**src/rtl/instr_encoder_loader.sv**
```systemverilog
// Encodes symbolic instruction requests into 32-bit MIPS words and streams them into instruction memory.
// Optional COP1 encodings (LWC1, SWC1, ADD.S, ADD.D, BC1T) are built only when FP_ENCODE_EN is defined.
module instr_encoder_loader #(
  parameter int ADDR_W    = 8,
  parameter int MAX_WORDS = 256
) (
  input  logic              clk,
  input  logic              rst_n,
  input  logic              start,
  input  logic              finish,
  input  logic              req_valid,
  output logic              req_ready,
  input  logic [4:0]        op_sel,
  input  logic [4:0]        rs,
  input  logic [4:0]        rt,
  input  logic [4:0]        rd,
  input  logic [4:0]        shamt,
  input  logic [15:0]       imm,
  input  logic [25:0]       target,
  output logic              imem_wen,
  output logic [ADDR_W-1:0] imem_addr,
  output logic [31:0]       imem_wdata,
  output logic [ADDR_W:0]   count,
  output logic              full,
  output logic              done,
  output logic              err_illegal
);

  localparam logic [ADDR_W:0] MAX_CNT = (ADDR_W+1)'(MAX_WORDS);

  typedef enum logic [1:0] {IDLE, RUN, CLOSED} state_t;
  state_t state;

  // Bit 32 flags a legal op_sel; bits 31:0 carry the encoded word.
  function automatic logic [32:0] encode(input logic [4:0] op, input logic [4:0] f_rs,
                                         input logic [4:0] f_rt, input logic [4:0] f_rd,
                                         input logic [4:0] f_sh, input logic [15:0] f_imm,
                                         input logic [25:0] f_tgt);
    case (op)
      5'd0:  return {1'b1, 6'h00, f_rs, f_rt, f_rd, 5'd0, 6'h20};
      5'd1:  return {1'b1, 6'h00, f_rs, f_rt, f_rd, 5'd0, 6'h22};
      5'd2:  return {1'b1, 6'h00, f_rs, f_rt, f_rd, 5'd0, 6'h24};
      5'd3:  return {1'b1, 6'h00, f_rs, f_rt, f_rd, 5'd0, 6'h25};
      5'd4:  return {1'b1, 6'h00, f_rs, f_rt, f_rd, 5'd0, 6'h2A};
      5'd5:  return {1'b1, 6'h00, 5'd0, f_rt, f_rd, f_sh, 6'h00};
      5'd6:  return {1'b1, 6'h00, 5'd0, f_rt, f_rd, f_sh, 6'h02};
      5'd7:  return {1'b1, 6'h00, f_rs, 5'd0, 5'd0, 5'd0, 6'h08};
      5'd8:  return {1'b1, 6'h08, f_rs, f_rt, f_imm};
      5'd9:  return {1'b1, 6'h23, f_rs, f_rt, f_imm};
      5'd10: return {1'b1, 6'h2B, f_rs, f_rt, f_imm};
      5'd11: return {1'b1, 6'h04, f_rs, f_rt, f_imm};
      5'd12: return {1'b1, 6'h05, f_rs, f_rt, f_imm};
      5'd13: return {1'b1, 6'h02, f_tgt};
      5'd14: return {1'b1, 6'h03, f_tgt};
`ifdef FP_ENCODE_EN
      5'd16: return {1'b1, 6'h31, f_rs, f_rt, f_imm};
      5'd17: return {1'b1, 6'h39, f_rs, f_rt, f_imm};
      5'd18: return {1'b1, 6'h11, 5'h10, f_rt, f_rs, f_rd, 6'h00};
      5'd19: return {1'b1, 6'h11, 5'h11, f_rt, f_rs, f_rd, 6'h00};
      5'd20: return {1'b1, 6'h11, 5'h08, 5'h01, f_imm};
`endif
      default: return {1'b0, 32'h0};
    endcase
  endfunction

  logic [32:0]     enc;
  logic            accept;
  logic [ADDR_W:0] base;

  assign enc       = encode(op_sel, rs, rt, rd, shamt, imm, target);
  assign req_ready = (state == RUN) && (count < MAX_CNT) && !finish;
  assign accept    = req_valid && req_ready;
  assign full      = (count == MAX_CNT);
  // A start coinciding with a handshake rewinds the program, so that word lands at 0.
  assign base      = start ? '0 : count;

  always_ff @(posedge clk or negedge rst_n) begin
    if (!rst_n) begin
      state       <= IDLE;
      imem_wen    <= 1'b0;
      imem_addr   <= '0;
      imem_wdata  <= '0;
      count       <= '0;
      done        <= 1'b0;
      err_illegal <= 1'b0;
    end else begin
      imem_wen <= 1'b0;
      if (start) begin
        state       <= RUN;
        count       <= '0;
        done        <= 1'b0;
        err_illegal <= 1'b0;
      end else if (state == RUN && finish) begin
        state <= CLOSED;
        done  <= 1'b1;
      end
      if (accept) begin
        if (enc[32]) begin
          imem_wen   <= 1'b1;
          imem_addr  <= base[ADDR_W-1:0];
          imem_wdata <= enc[31:0];
          count      <= base + 1'b1;
        end else begin
          err_illegal <= 1'b1;
        end
      end
    end
  end

endmodule

```
**config.mk**
```make
export PLATFORM = sky130hd
export DESIGN_NAME = instr_encoder_loader
export DESIGN_NICKNAME = d
export VERILOG_FILES = /design/src/rtl/instr_encoder_loader.sv
export SDC_FILE = /design/constraint.sdc
export NUM_CORES = 1
export LEC_CHECK = 0
export ABC_AREA = 0
export BUFFER_PORTS_ARGS = -buffer_cell sky130_fd_sc_hd__buf_2
export CAP_MARGIN = 40
export CORE_MARGIN = 2
export CORE_UTILIZATION = 45
export CTS_BUF_LIST = sky130_fd_sc_hd__clkbuf_16
export CTS_CLUSTER_SIZE = 14
export DETAILED_ROUTE_END_ITERATION = 8
export GPL_TIMING_DRIVEN = 0
export HOLD_SLACK_MARGIN = 0.06
export PLACE_DENSITY_LB_ADDON = 0.25
export SLEW_MARGIN = 20
export SYNTH_ARGS = -nofsm -noshare
export SYNTH_HDL_FRONTEND = slang
export SYNTH_SLANG_ARGS = --single-unit
export TNS_END_PERCENT = 5
```
**constraint.sdc**
```tcl
create_clock -name clk -period 2.1 [get_ports clk]
set_input_delay 0.105 -clock clk [delete_from_list [all_inputs] [get_ports clk]]
set_output_delay 0.105 -clock clk [all_outputs]
set_load 0.03 [all_outputs]
```
# Yosys cells after proc, flatten, opt, wreduce, memory -nomap -nowiden
# Index checks and enable logic that the tools add are counted.
# word_totals
reg_bits	54
inputBits	72
out_inout_bits	54
wordCells	46
# classes
n_addsub	1
n_lt_le_gt_ge	1
n_eq_ne	16
muxes	13
n_reduce_logical	8
# ops
cell	count
33-bit case mux with 15 select lines	1
5-bit by 4-bit == test with 1-bit output, second input constant	7
9-bit 2-to-1 mux	3
5-bit by 3-bit == test with 1-bit output, second input constant	4
5-bit by 2-bit == test with 1-bit output, second input constant	2
9-bit by 1-bit adder with 9-bit output, second input constant	1
9-bit == test, second input constant	1
9-bit < comparator, second input constant	1
1-bit 2-to-1 mux	7
5-bit by 1-bit == test with 1-bit output, second input constant	1
5-bit logical NOT	1
1-bit logical AND	4
2-bit 2-to-1 mux	2
2-bit by 1-bit == test with 1-bit output, second input constant	1
2-bit AND reduction	1
2-bit nonzero test	1
1-bit logical NOT	1

# Longest topological paths before layout
# Gate-level depths: netlist (run 1).
# logic_depth
word_depth	5
ltp_mapped	8
mapped_depth_nobuf	6

# Worst setup path before layout (run 1)
# No wires, ideal clock.
# synth_path
kind	register to output
start	register count[3]
end	output full
t_arrival_ps	2118
required_ps	1995
path_slack_ps	-123
path_stages_with_launch	4
n_path_buf	1
cell_sequence	dfrtp_1 clkbuf_1 or4_1 nor4_1
# synth_between
elab_chain_len	1
# synth_rtl
item	line_no	rtl
start: declaration	23	output logic [ADDR_W:0] count,
start signal: assignment	102	count <= base + 1'b1;
9-bit == test	73	assign full = (count == MAX_CNT);
end: declaration	24	output logic full,
# Every way passes these cells.

==> results.py, run 1 <==
metrics = {
    "floorplan": {
        "die_h_um": 81.32,
        "dieArea_um2": 6612,
        "core.rowCount": 28,
        "core_area_um2": 5851,
        "initial_core_util_pct": 45.98,
        "dieWidth_um": 81.32,
        "pin_count": 126,
    },
    "power": {
        "p_sw_share_pct": 33.84,
        "ir_worst_vdd_v": 0.0005960,
        "seq_power_share_pct": 40.8,
        "switchingPower_mw": 1.026,
        "combPwrFrac_pct": 29.5,
        "powerDensity_nw_per_um2": 848.4,
        "leakage_nw": 1.845,
        "p_int_mw": 2.006,
        "clock_power_share_pct": 29.7,
    },
    "clock_network": {
        "cts_sinks": 52,
        "worst_skew_pair.late_latency_ns": 0.29,
        "ctsLongestPathBuffers": 2,
        "numCtsBuffers": 5,
        "cts-root-buf": "clkbuf_16",
        "path_clk_slew_ns": 0.06,
        "htreeDepth": 2,
        "cts_setup_buffers": 0,
        "tritoncts": "done",
    },
    "timing": {
        "drv_slew": 0,
        "slew_headroom_pct": 47.45,
        "hold_viol_final": 0,
        "clock-skew-final_ns": 0.006339,
        "tightest_slew_ns": 0.7830,
        "max_freq_mhz": 509.9,
        "tns_ns": 0,
        "period_needed_ns": 1.961,
        "fin_hold_ws_ns": 0.07139,
        "rsz0062_at_grt": "no",
        "period_share_pct": 93.40,
        "setup_violations": 0,
    },
    "placement": {
        "portBuffers": 121,
        "gp_congestion": 0.7939,
        "hpwlAfterDp_um": 5428,
    },
    "setup_path": {
        "reg2reg_to": "imem_wdata[22]",
        "cp_data_required_time_ns": 2.27,
        "start_kind": "register",
        "reg2reg_from": "done",
        "startpoint": "done",
        "cp.arrival_ns": 2.13,
        "worstPathCellList": "or4b_4 -> inv_2 -> nand3_4 -> buf_2 -> a221oi_1 -> nor2_1",
        "reg2reg_slack_ns": 0.14,
        "crit_type": "register to register",
        "max_stage_delay_ns": 0.59,
        "crit_slowest_cell": "or4b_4",
        "cp-end-kind": "register",
        "endpoint": "imem_wdata[22]",
        "worstPathMaxFanout": 10,
        "reg2reg_depth": 6,
    },
    "synth": {
        "synth-edff-count": 0,
        "postSynthCellCount": 285,
        "seq_area_frac_synth_pct": 48.37,
        "synth_top_area_share_pct": 48.37,
        "synth_area_leaders": "dfrtp_1 (48%), nor2_1 (6.7%), nand2_1 (5.7%), a221oi_1 (5.5%), a21oi_1 (2.4%)",
        "synth_warnings": 0,
        "synthFlopType": "dfrtp_1",
        "avgSynthCellArea_um2": 9.439,
        "synthArstFlopShare_pct": 100.0,
        "yosysTopAreaCell": "dfrtp_1",
        "synth-seq-cells": 52,
        "syn_nets": 358,
        "synth.distinct_cells": 52,
        "syn-cell-area_um2": 2690,
    },
    "global_routing": {
        "grt_pass1_wl_um": 11410,
        "grt-ovfl-total": 0,
        "antenna_found_initial": 0,
        "grt_max_degree": 53,
        "grt_util_all_layers_pct": 22.63,
        "gr-max-usage-layer": "met2",
        "met3_usage_pct": 5.000,
        "grt_use_met2_pct": 33.36,
        "met1_usage_pct": 32.83,
        "grt_pass1_vias": 2308,
    },
    "finish": {
        "register_area_um2": 1301,
        "multi_input_area_um2": 1251,
        "syn2layout_area_growth_pct": 32.84,
        "antennaDiodeCount": 0,
        "drive_above_1_share_pct": 38.07,
        "fin_nets": 487,
        "fillCellCount": 533,
    },
    "routing": {
        "drtIter0Drc": 178,
        "firstDrtPassIters": 4,
        "wl_um": 7289,
        "vias": 2609,
        "wl_per_cell_um": 14.88,
        "vias_per_cell": 5.324,
        "ant_nets": 0,
        "route.detailed.drc": 0,
    },
    "hold_path": {
        "hp-class": "input pin to register",
        "min_path_cells": 3,
    },
    "flow_run": {
        "maxCapViolations": 0,
    },
    "run_status": {
        "status": "finished clean",
    },
}
[kinds of logic after synthesis]
logic type               count (synthesis)  share of synthesized area (%)
AND/OR/NAND/NOR                        125                          22.47
other                                    1                         0.1394
adder cells (fa/ha/maj)                  2                         0.8371
multiplexers                             7                          2.837
flip-flops                              52                          48.37
AO/OA/AOI/OAI                           61                          17.16
buffers and inverters                   30                          5.349
XOR/XNOR                                 7                          2.837
[Yosys cell counts (5+ instances only)]
library cell   n
nor2b_1        5
o21ai_0        6
nand4_1        5
a221oi_1      17
nand2_1       41
inv_1          5
nand2b_1       5
clkbuf_1       8
a21oi_1       13
mux2_2         5
xnor2_1        5
buf_2          9
nor2_1        48
dfrtp_1       52
[placed cells by master, fill, tap and decap left out, drive strengths merged, types with 6 or more instances in the layout]
cell type  count
inv            8
a221oi        17
nor2          48
dfrtp         52
nand4          6
clkbuf        14
nand2         41
xnor2          7
o21ai          6
buf          135
a21oi         13
[sequential cells by signal (all words and copies together), names as in the netlist]
| register | count |
|---|---|
| state | 1 |
| done | 1 |
| count | 9 |
| imem_wdata | 31 |
| imem_addr | 8 |
| imem_wen | 1 |
| err_illegal | 1 |
[how the worst min path moves through the flow]
| stage | startpoint | to | slack [ns] |
|---|---|---|---|
| after global routing | rs[0] | imem_wdata[21] | 0.09 |
| after floorplan | rst_n | count[0] | -0.19 |
| after detailed placement | rst_n | imem_addr[1] | 0.18 |
| final | rs[3] | imem_wdata[24] | 0.07 |
| after global placement | target[21] | imem_wdata[21] | 0.36 |
| after CTS | rs[3] | imem_wdata[24] | 0.07 |
[stage by stage]
stage / instances / instance area [um^2] / utilization (%) / setup WS, ns / total power, mW
final: 490 / 3573 / 61.08 / 0.1387 / 3.032
after global routing: 490 / 3573 / 61.08 / 0.03457 / 3.196
after CTS: 490 / 3572 / 61.06 / 0.1215 / 3.059
after detailed placement: 481 / 3398 / 58.08 / 0.1296 / 2.152
after global placement: 481 / 3396 / 58.04 / 0.1821 / 2.136
after floorplan: 285 / 2696 / - / 0.09794 / 1.837
[layout make-up]
class / instances / share of cell area (%)
clock buffers: 5 / 3.501
well taps: 75 / 2.626
repair buffers: 122 / 17.30
clock inverters: 3 / 1.085
flip-flops and latches: 52 / 36.41
plain buffers: 23 / 3.326
multi-input cells: 203 / 35.01
inverters: 7 / 0.7353
[power by group through the flow]
stage / clock [mW] / sequential [mW] / combinational (mW)
2_1_floorplan: 0 / 1.57 / 0.263
3_3_place_gp: 0 / 1.25 / 0.885
3_5_place_dp: 0 / 1.25 / 0.898
4_1_cts: 0.920 / 1.24 / 0.902
5_1_grt: 0.965 / 1.26 / 0.973
6_report: 0.900 / 1.24 / 0.895
[layer usage]
layer / vias to the layer above / part of all wire [%]
met5: - / 0
met1: 1217 / 43
met3: 10 / 8.5
li1: 1278 / -
met4: 0 / 1.4
met2: 104 / 47
[worst max-delay path: cells and delay by family (launching register included)]
| kind | cells | cell delay [ns] |
|---|---|---|
| simple gates | 3 | 0.81 |
| buf+inv | 2 | 0.37 |
| compound gates | 1 | 0.25 |
| flops | 1 | 0.40 |
[timing repair]
action | CTS | global route
gates resized for setup | 0 | 2
hold buffers | 1 | 0
endpoints found under the hold margin | 52 | 0
setup endpoints to repair | 0 | 1
Note: power is estimated with default switching activity, not from simulation.
==> run 2, diff against run 1 <==
--- a/config.mk
+++ b/config.mk
@@ -8,9 +8,7 @@
 export ABC_AREA = 0
 export BUFFER_PORTS_ARGS = -buffer_cell sky130_fd_sc_hd__buf_2
 export CAP_MARGIN = 40
-export CORE_MARGIN = 2
-export CORE_UTILIZATION = 45
-export CTS_BUF_LIST = sky130_fd_sc_hd__clkbuf_16
+export CORE_UTILIZATION = 42
 export CTS_CLUSTER_SIZE = 14
 export DETAILED_ROUTE_END_ITERATION = 8
 export GPL_TIMING_DRIVEN = 0
==> constraint.sdc (replaced) <==
create_clock -name clk -period 1.8 [get_ports clk]
set_input_delay 0.09 -clock clk [delete_from_list [all_inputs] [get_ports clk]]
set_output_delay 0.09 -clock clk [all_outputs]
set_load 0.03 [all_outputs]
==> results.py, run 2 (synthesis results as in run 1) <==
metrics = {
    "timing": {
        "max_freq_mhz": 545.6,
        "hold_viol_final": 0,
        "setup_violations": 7,
        "setup_ws_ns": -0.03274,
        "drv_slew": 0,
        "fin_hold_ws_ns": 0.07129,
        "period_needed_ns": 1.833,
        "rsz0062_at_grt": "yes",
        "clock-skew-final_ns": 0.006963,
        "period_share_pct": 101.8,
        "slew_headroom_pct": 43.17,
        "tightest_slew_ns": 0.8506,
    },
    "setup_path": {
        "worstPathCellList": "or4b_4 -> clkinv_4 -> nand3_4 -> buf_8 -> a221oi_1 -> nor2_1",
        "start_kind": "register",
        "crit_slowest_cell": "or4b_4",
        "max_stage_delay_ns": 0.57,
        "worstPathMaxFanout": 5,
        "cp.arrival_ns": 2.02,
        "cp-end-kind": "register",
        "crit_type": "register to register",
        "cp_data_required_time_ns": 1.99,
        "reg2reg_depth": 6,
    },
    "run_status": {
        "status": "complete, but fails checks",
        "failed_checks": "negative setup slack",
    },
    "placement": {
        "dp_slack_ns": -0.08058,
        "portBuffers": 121,
        "gp_congestion": 0.8196,
        "hpwlAfterDp_um": 5462,
    },
    "routing": {
        "ant_nets": 0,
        "vias": 2810,
        "route.detailed.drc": 0,
        "vias_per_cell": 5.342,
        "firstDrtPassIters": 5,
        "drtIter0Drc": 178,
        "wl_um": 8460,
        "wl_per_cell_um": 16.08,
    },
    "clock_network": {
        "cts-root-buf": "clkbuf_8",
        "htreeDepth": 2,
        "cts_sinks": 52,
        "numCtsBuffers": 5,
        "worst_skew_pair.late_latency_ns": 0.31,
        "ctsLongestPathBuffers": 2,
        "tritoncts": "done",
        "path_clk_slew_ns": 0.09,
    },
    "floorplan": {
        "dieArea_um2": 6729,
        "dieWidth_um": 82.03,
        "core.rowCount": 28,
        "pin_count": 126,
        "initial_core_util_pct": 44.38,
        "core_area_um2": 6061,
        "die_h_um": 82.03,
    },
    "finish": {
        "reg_top3": "imem_wdata x31, count x9, imem_addr x8",
        "final_common_cell": "buf_2",
        "top_register": "imem_wdata",
        "final_cell_mix": "buf_2 (125), nor2_1 (48), dfrtp_1 (48)",
        "syn2layout_area_growth_pct": 50.23,
        "drive_above_1_share_pct": 40.80,
        "post-route-util_pct": 66.68,
        "largest_reg_flops": 31,
        "antennaDiodeCount": 0,
        "fin_nets": 523,
    },
    "global_routing": {
        "grt_util_all_layers_pct": 24.46,
        "grt-ovfl-total": 0,
        "grt_max_degree": 53,
        "grt_pass1_vias": 2571,
        "antenna_found_initial": 0,
        "grt_pass1_wl_um": 12360,
    },
    "power": {
        "seq_power_share_pct": 42.5,
        "switchingPower_mw": 1.244,
        "powerDensity_nw_per_um2": 844.1,
        "p_sw_share_pct": 36.46,
        "p_int_mw": 2.168,
        "clock_power_share_pct": 23.6,
        "leakage_nw": 2.030,
        "combPwrFrac_pct": 33.9,
        "ir_worst_vdd_v": 0.0005881,
    },
    "hold_path": {
        "min_path_cells": 3,
        "hp-class": "input pin to register",
    },
    "flow_run": {
        "maxCapViolations": 0,
    },
}
run 2: changes by cell type in the layout (fill, tap and decap cells not counted), moves of 5 or more:
cell           delta
clkbuf_8          +5
dlygate4sd3_1    +27
buf_4             +9
a221oi_2          +6
a221oi_1          -7
run 2: timing repair:
action / 4_1_cts / 5_1_grt
gates cloned: 1 / 2
endpoints found under the hold margin: 70 / 0
pin swaps: 1 / 3
buffers inserted: 6 / 1
gates resized for setup: 16 / 17
hold buffers: 28 / 0
setup endpoints to repair: 44 / 47
run 2: critical path, delay by kind of cell, from the launching register on:
| family | cells | cell delay [ns] |
|---|---|---|
| AND/OR/NAND/NOR | 3 | 0.76 |
| flip-flops | 1 | 0.41 |
| buffers and inverters | 2 | 0.27 |
| AO/OA/AOI/OAI | 1 | 0.26 |
run 2: power groups by stage:
stage          Sequential (mW)  Combinational, mW  Clock, mW
2_1_floorplan             1.84              0.309          0
3_5_place_dp              1.46               1.06          0
5_1_grt                   1.47               1.25      0.875
4_1_cts                   1.44               1.13      0.824
3_3_place_gp              1.45               1.04          0
6_report                  1.45               1.16      0.806
run 2: per-layer routing:
layer | vias to the layer above | GRT usage, % | wire, um
met5 | - | 0 | 0
met4 | 0 | 6.842 | 114
met1 | 1352 | 33.45 | 3686
met2 | 96 | 39.67 | 4220
li1 | 1350 | - | -
met3 | 12 | 4.111 | 438
run 2: path summary, 6_finish.rpt:
path,from,end,slack [ns]
setup / recovery,count[8],imem_wdata[20],-0.03
hold / removal,rs[1],imem_wdata[22],0.07
setup reg to reg,count[8],imem_wdata[20],-0.03
hold reg to reg,imem_addr[3],imem_addr[3],0.47
max in group asynchronous,rst_n,count[4],0.96
min in group asynchronous,rst_n,imem_addr[0],0.34
run 2: cell type report:
class / instances / area [um^2]
fill: 519 / 2019
multi-input combinational: 204 / 1344
sequential: 52 / 1306
timing repair buffer: 158 / 1007
buffer: 22 / 145.1
tap: 75 / 93.84
clock buffer: 5 / 68.82
clock inverter: 3 / 42.54
inverter: 7 / 33.78
run 2: per-stage QoR:
| step | std cells | instance area [um^2] | TNS [ns] | total power [mW] |
|---|---|---|---|---|
| 2_1_floorplan | 285 | 2713 | -0.6319 | 2.146 |
| 3_3_place_gp | 481 | 3412 | -1.195 | 2.496 |
| 3_5_place_dp | 481 | 3415 | -1.425 | 2.520 |
| 4_1_cts | 523 | 3930 | -0.3951 | 3.391 |
| 5_1_grt | 526 | 4041 | -1.889 | 3.596 |
| 6_report | 526 | 4041 | -0.09577 | 3.412 |
==> run 3, diff against run 2 <==
--- a/config.mk
+++ b/config.mk
@@ -5,15 +5,14 @@
 export SDC_FILE = /design/constraint.sdc
 export NUM_CORES = 1
 export LEC_CHECK = 0
-export ABC_AREA = 0
+export ABC_AREA = 1
 export BUFFER_PORTS_ARGS = -buffer_cell sky130_fd_sc_hd__buf_2
 export CAP_MARGIN = 40
-export CORE_UTILIZATION = 42
+export CORE_UTILIZATION = 45
 export CTS_CLUSTER_SIZE = 14
 export DETAILED_ROUTE_END_ITERATION = 8
-export GPL_TIMING_DRIVEN = 0
 export HOLD_SLACK_MARGIN = 0.06
-export PLACE_DENSITY_LB_ADDON = 0.25
+export PLACE_DENSITY = 0.81
 export SLEW_MARGIN = 20
 export SYNTH_ARGS = -nofsm -noshare
 export SYNTH_HDL_FRONTEND = slang
==> results.py, run 3 <==
metrics = {
    "timing": {
        "fin_hold_ws_ns": 0.06752,
        "setup_violations": 0,
        "period_needed_ns": 1.679,
        "drv_slew": 0,
        "period_share_pct": 93.28,
        "clock-skew-final_ns": 0.01030,
        "tightest_slew_ns": 0.8641,
        "rsz0062_at_grt": "no",
        "max_freq_mhz": 595.6,
        "setup_ws_ns": 0.1210,
        "hold_viol_final": 0,
        "slew_headroom_pct": 42.18,
    },
    "routing": {
        "maxUsedRoutingLayer": "met4",
        "vias": 4165,
        "wl_per_cell_um": 13.46,
        "wl_met2_um": 4737,
        "wl_met1_um": 4623,
        "drtIter0Drc": 325,
        "ant_nets": 0,
        "firstDrtPassIters": 5,
        "route.detailed.drc": 0,
        "wl_met3_um": 853,
        "vias_per_cell": 5.340,
        "wl_um": 10500,
    },
    "floorplan": {
        "core.rowCount": 32,
        "dieArea_um2": 8500,
        "dieWidth_um": 92.20,
        "pin_count": 126,
        "die_h_um": 92.20,
        "core_area_um2": 7807,
        "initial_core_util_pct": 46.89,
    },
    "finish": {
        "top_register": "imem_wdata",
        "largest_reg_flops": 31,
        "register_area_um2": 1303,
        "drive_above_1_share_pct": 26.00,
        "fin_nets": 749,
        "final_cell_mix": "nand2_1 (178), buf_2 (124), nor2_1 (72)",
        "stdcell_count": 780,
        "syn2layout_area_growth_pct": 23.07,
        "stdcell_area_um2": 4506,
        "reg_top3": "imem_wdata x31, count x9, imem_addr x8",
        "fillCellCount": 762,
        "multi_input_area_um2": 1987,
        "final_common_cell": "nand2_1",
    },
    "power": {
        "powerDensity_nw_per_um2": 729.3,
        "ir_worst_vdd_v": 0.0004897,
        "leakage_nw": 2.621,
    },
    "placement": {
        "hpwlAfterDp_um": 8104,
        "dp_slack_ns": -0.04596,
        "place_area_um2": 4349,
        "portBuffers": 124,
        "place_inst": 766,
        "gp_congestion": 0.9314,
    },
    "hold_path": {
        "hp-class": "input pin to register",
        "min_path_cells": 2,
    },
    "global_routing": {
        "grt_util_all_layers_pct": 25.71,
        "grt_max_degree": 53,
        "grt_pass1_wl_um": 17400,
        "grt_pass1_vias": 3738,
        "antenna_found_initial": 0,
        "grt-ovfl-total": 0,
    },
    "setup_path": {
        "cp.depth": 9,
        "worstPathCellList": "inv_2 -> nand2_1 -> nor3_4 -> nand2_1 -> clkinv_2 -> nand2_4 -> buf_6 -> o21ai_0 -> nand2_1",
        "worstPathMaxFanout": 41,
        "crit_type": "register to register",
        "crit_slowest_cell": "dfrtp_2",
        "path_buf_inv": 3,
        "cp.arrival_ns": 1.88,
        "cpMostUsedCell": "nand2_1",
        "cp-end-kind": "register",
        "max_stage_delay_ns": 0.41,
        "reg2reg_depth": 9,
        "start_kind": "register",
        "cp_data_required_time_ns": 2.00,
        "critPathTopFamily": "simple AND/OR/NAND/NOR gates",
    },
    "synth": {
        "syn-cell-area_um2": 3661,
        "synth-seq-cells": 52,
        "yosysTopAreaCell": "dfrtp_1",
        "synthXorXnorAreaFrac_pct": 0,
        "seq_area_frac_synth_pct": 35.54,
        "synth_top_area_share_pct": 35.54,
        "synthFlopType": "dfrtp_1",
        "synth_area_leaders": "dfrtp_1 (36%), nand2_1 (18%), nand3_1 (9.3%), nor2_1 (7.4%), inv_1 (4.8%)",
        "postSynthCellCount": 554,
        "synth.distinct_cells": 36,
        "muxShareOfSynthArea_pct": 0,
        "synth_warnings": 0,
        "synthAdderAreaFrac_pct": 0.3418,
        "synthSimpleGateAreaFrac_pct": 44.05,
        "yosysMostFrequentCell": "nand2_1",
        "synth_common_cells": "nand2_1 (178), nor2_1 (72), nand3_1 (68)",
        "synth-edff-count": 0,
        "avgSynthCellArea_um2": 6.608,
        "syn_nets": 627,
        "synthArstFlopShare_pct": 100.0,
        "synth_top_family_by_area": "simple AND/OR/NAND/NOR gates",
        "synth_compound_area_share_pct": 9.330,
    },
    "clock_network": {
        "cts-root-buf": "clkbuf_8",
        "ctsLongestPathBuffers": 2,
        "numCtsBuffers": 5,
        "htreeDepth": 2,
        "cts_sinks": 52,
        "path_clk_slew_ns": 0.09,
        "tritoncts": "done",
        "worst_skew_pair.late_latency_ns": 0.31,
    },
    "run_status": {
        "status": "finished clean",
    },
    "flow_run": {
        "maxCapViolations": 0,
    },
}
==> run 3: changes by cell type after synthesis, moves of 12 or more <==
cell | previous run | this run
o21ai_0 | 6 | 21
inv_1 | 5 | 47
a221oi_1 | 17 | 0
nand2_1 | 41 | 178
nand4_1 | 5 | 19
nand3_1 | 2 | 68
nor2_1 | 48 | 72
o21ai_1 | 0 | 12
==> run 3: final cells by class <==
class,count,area share (%)
Multi-Input combinational cell,420,44.10
Clock buffer,7,1.916
Antenna cell,1,0.05554
Timing Repair Buffer,145,17.63
Tap cell,102,2.833
Clock inverter,1,0.1666
Inverter,52,4.388
Sequential cell,52,28.91
==> run 3: worst reg2reg max path, delay by kind of cell (launching register included) <==
family / cells / cell delay [ns]
simple gates: 5 / 0.56
flops: 1 / 0.41
buf+inv: 3 / 0.38
compound gates: 1 / 0.21
==> run 3: power breakdown <==
group | switching (mW) | total, mW | internal, mW
Combinational | 0.804 | 1.14 | 0.340
Sequential | 0.105 | 1.44 | 1.34
Clock | 0.385 | 0.699 | 0.313
Total | 1.29 | 3.29 | 1.99
==> run 3: final timing paths <==
path,start,end,slack [ns]
min in group asynchronous,rst_n,imem_wdata[20],0.42
worst min register to register,imem_wdata[6],imem_wdata[6],0.48
worst min-delay path,start,done,0.07
worst max register to register,done,count[4],0.12
worst max-delay path,done,count[4],0.12
max in group asynchronous,rst_n,done,0.92
==> run 3: per-layer routing <==
metal,vias to the layer above,track usage [%]
met1,1909,34.91
met2,202,40.67
met3,27,4.892
li1,2027,-
met4,0,9.505
met5,-,0
==> run 3: timing repair <==
action                                  in CTS  in global routing
hold endpoints to repair                    56                  0
endpoints found under the setup margin       0                 18
resized for setup                            0                  3
buffers inserted                             0                  0
hold buffers                                 5                  0
==> run 3: logic make-up after synthesis <==
kind of cell | after synthesis
buffers and inverters | 82
adders and majority gates | 1
DFF | 52
and+or+nand+nor | 360
AOI/OAI and AO/OA | 58
other | 1
==> run 3: metrics by stage <==
stage	total power, mW	util (%)	TNS [ns]
floorplan	2.198	-	0
global placement	2.567	55.71	0
detailed placement	2.594	55.71	-0.1930
CTS	3.297	57.55	0
global route	3.466	57.68	0
finish	3.286	57.71	0
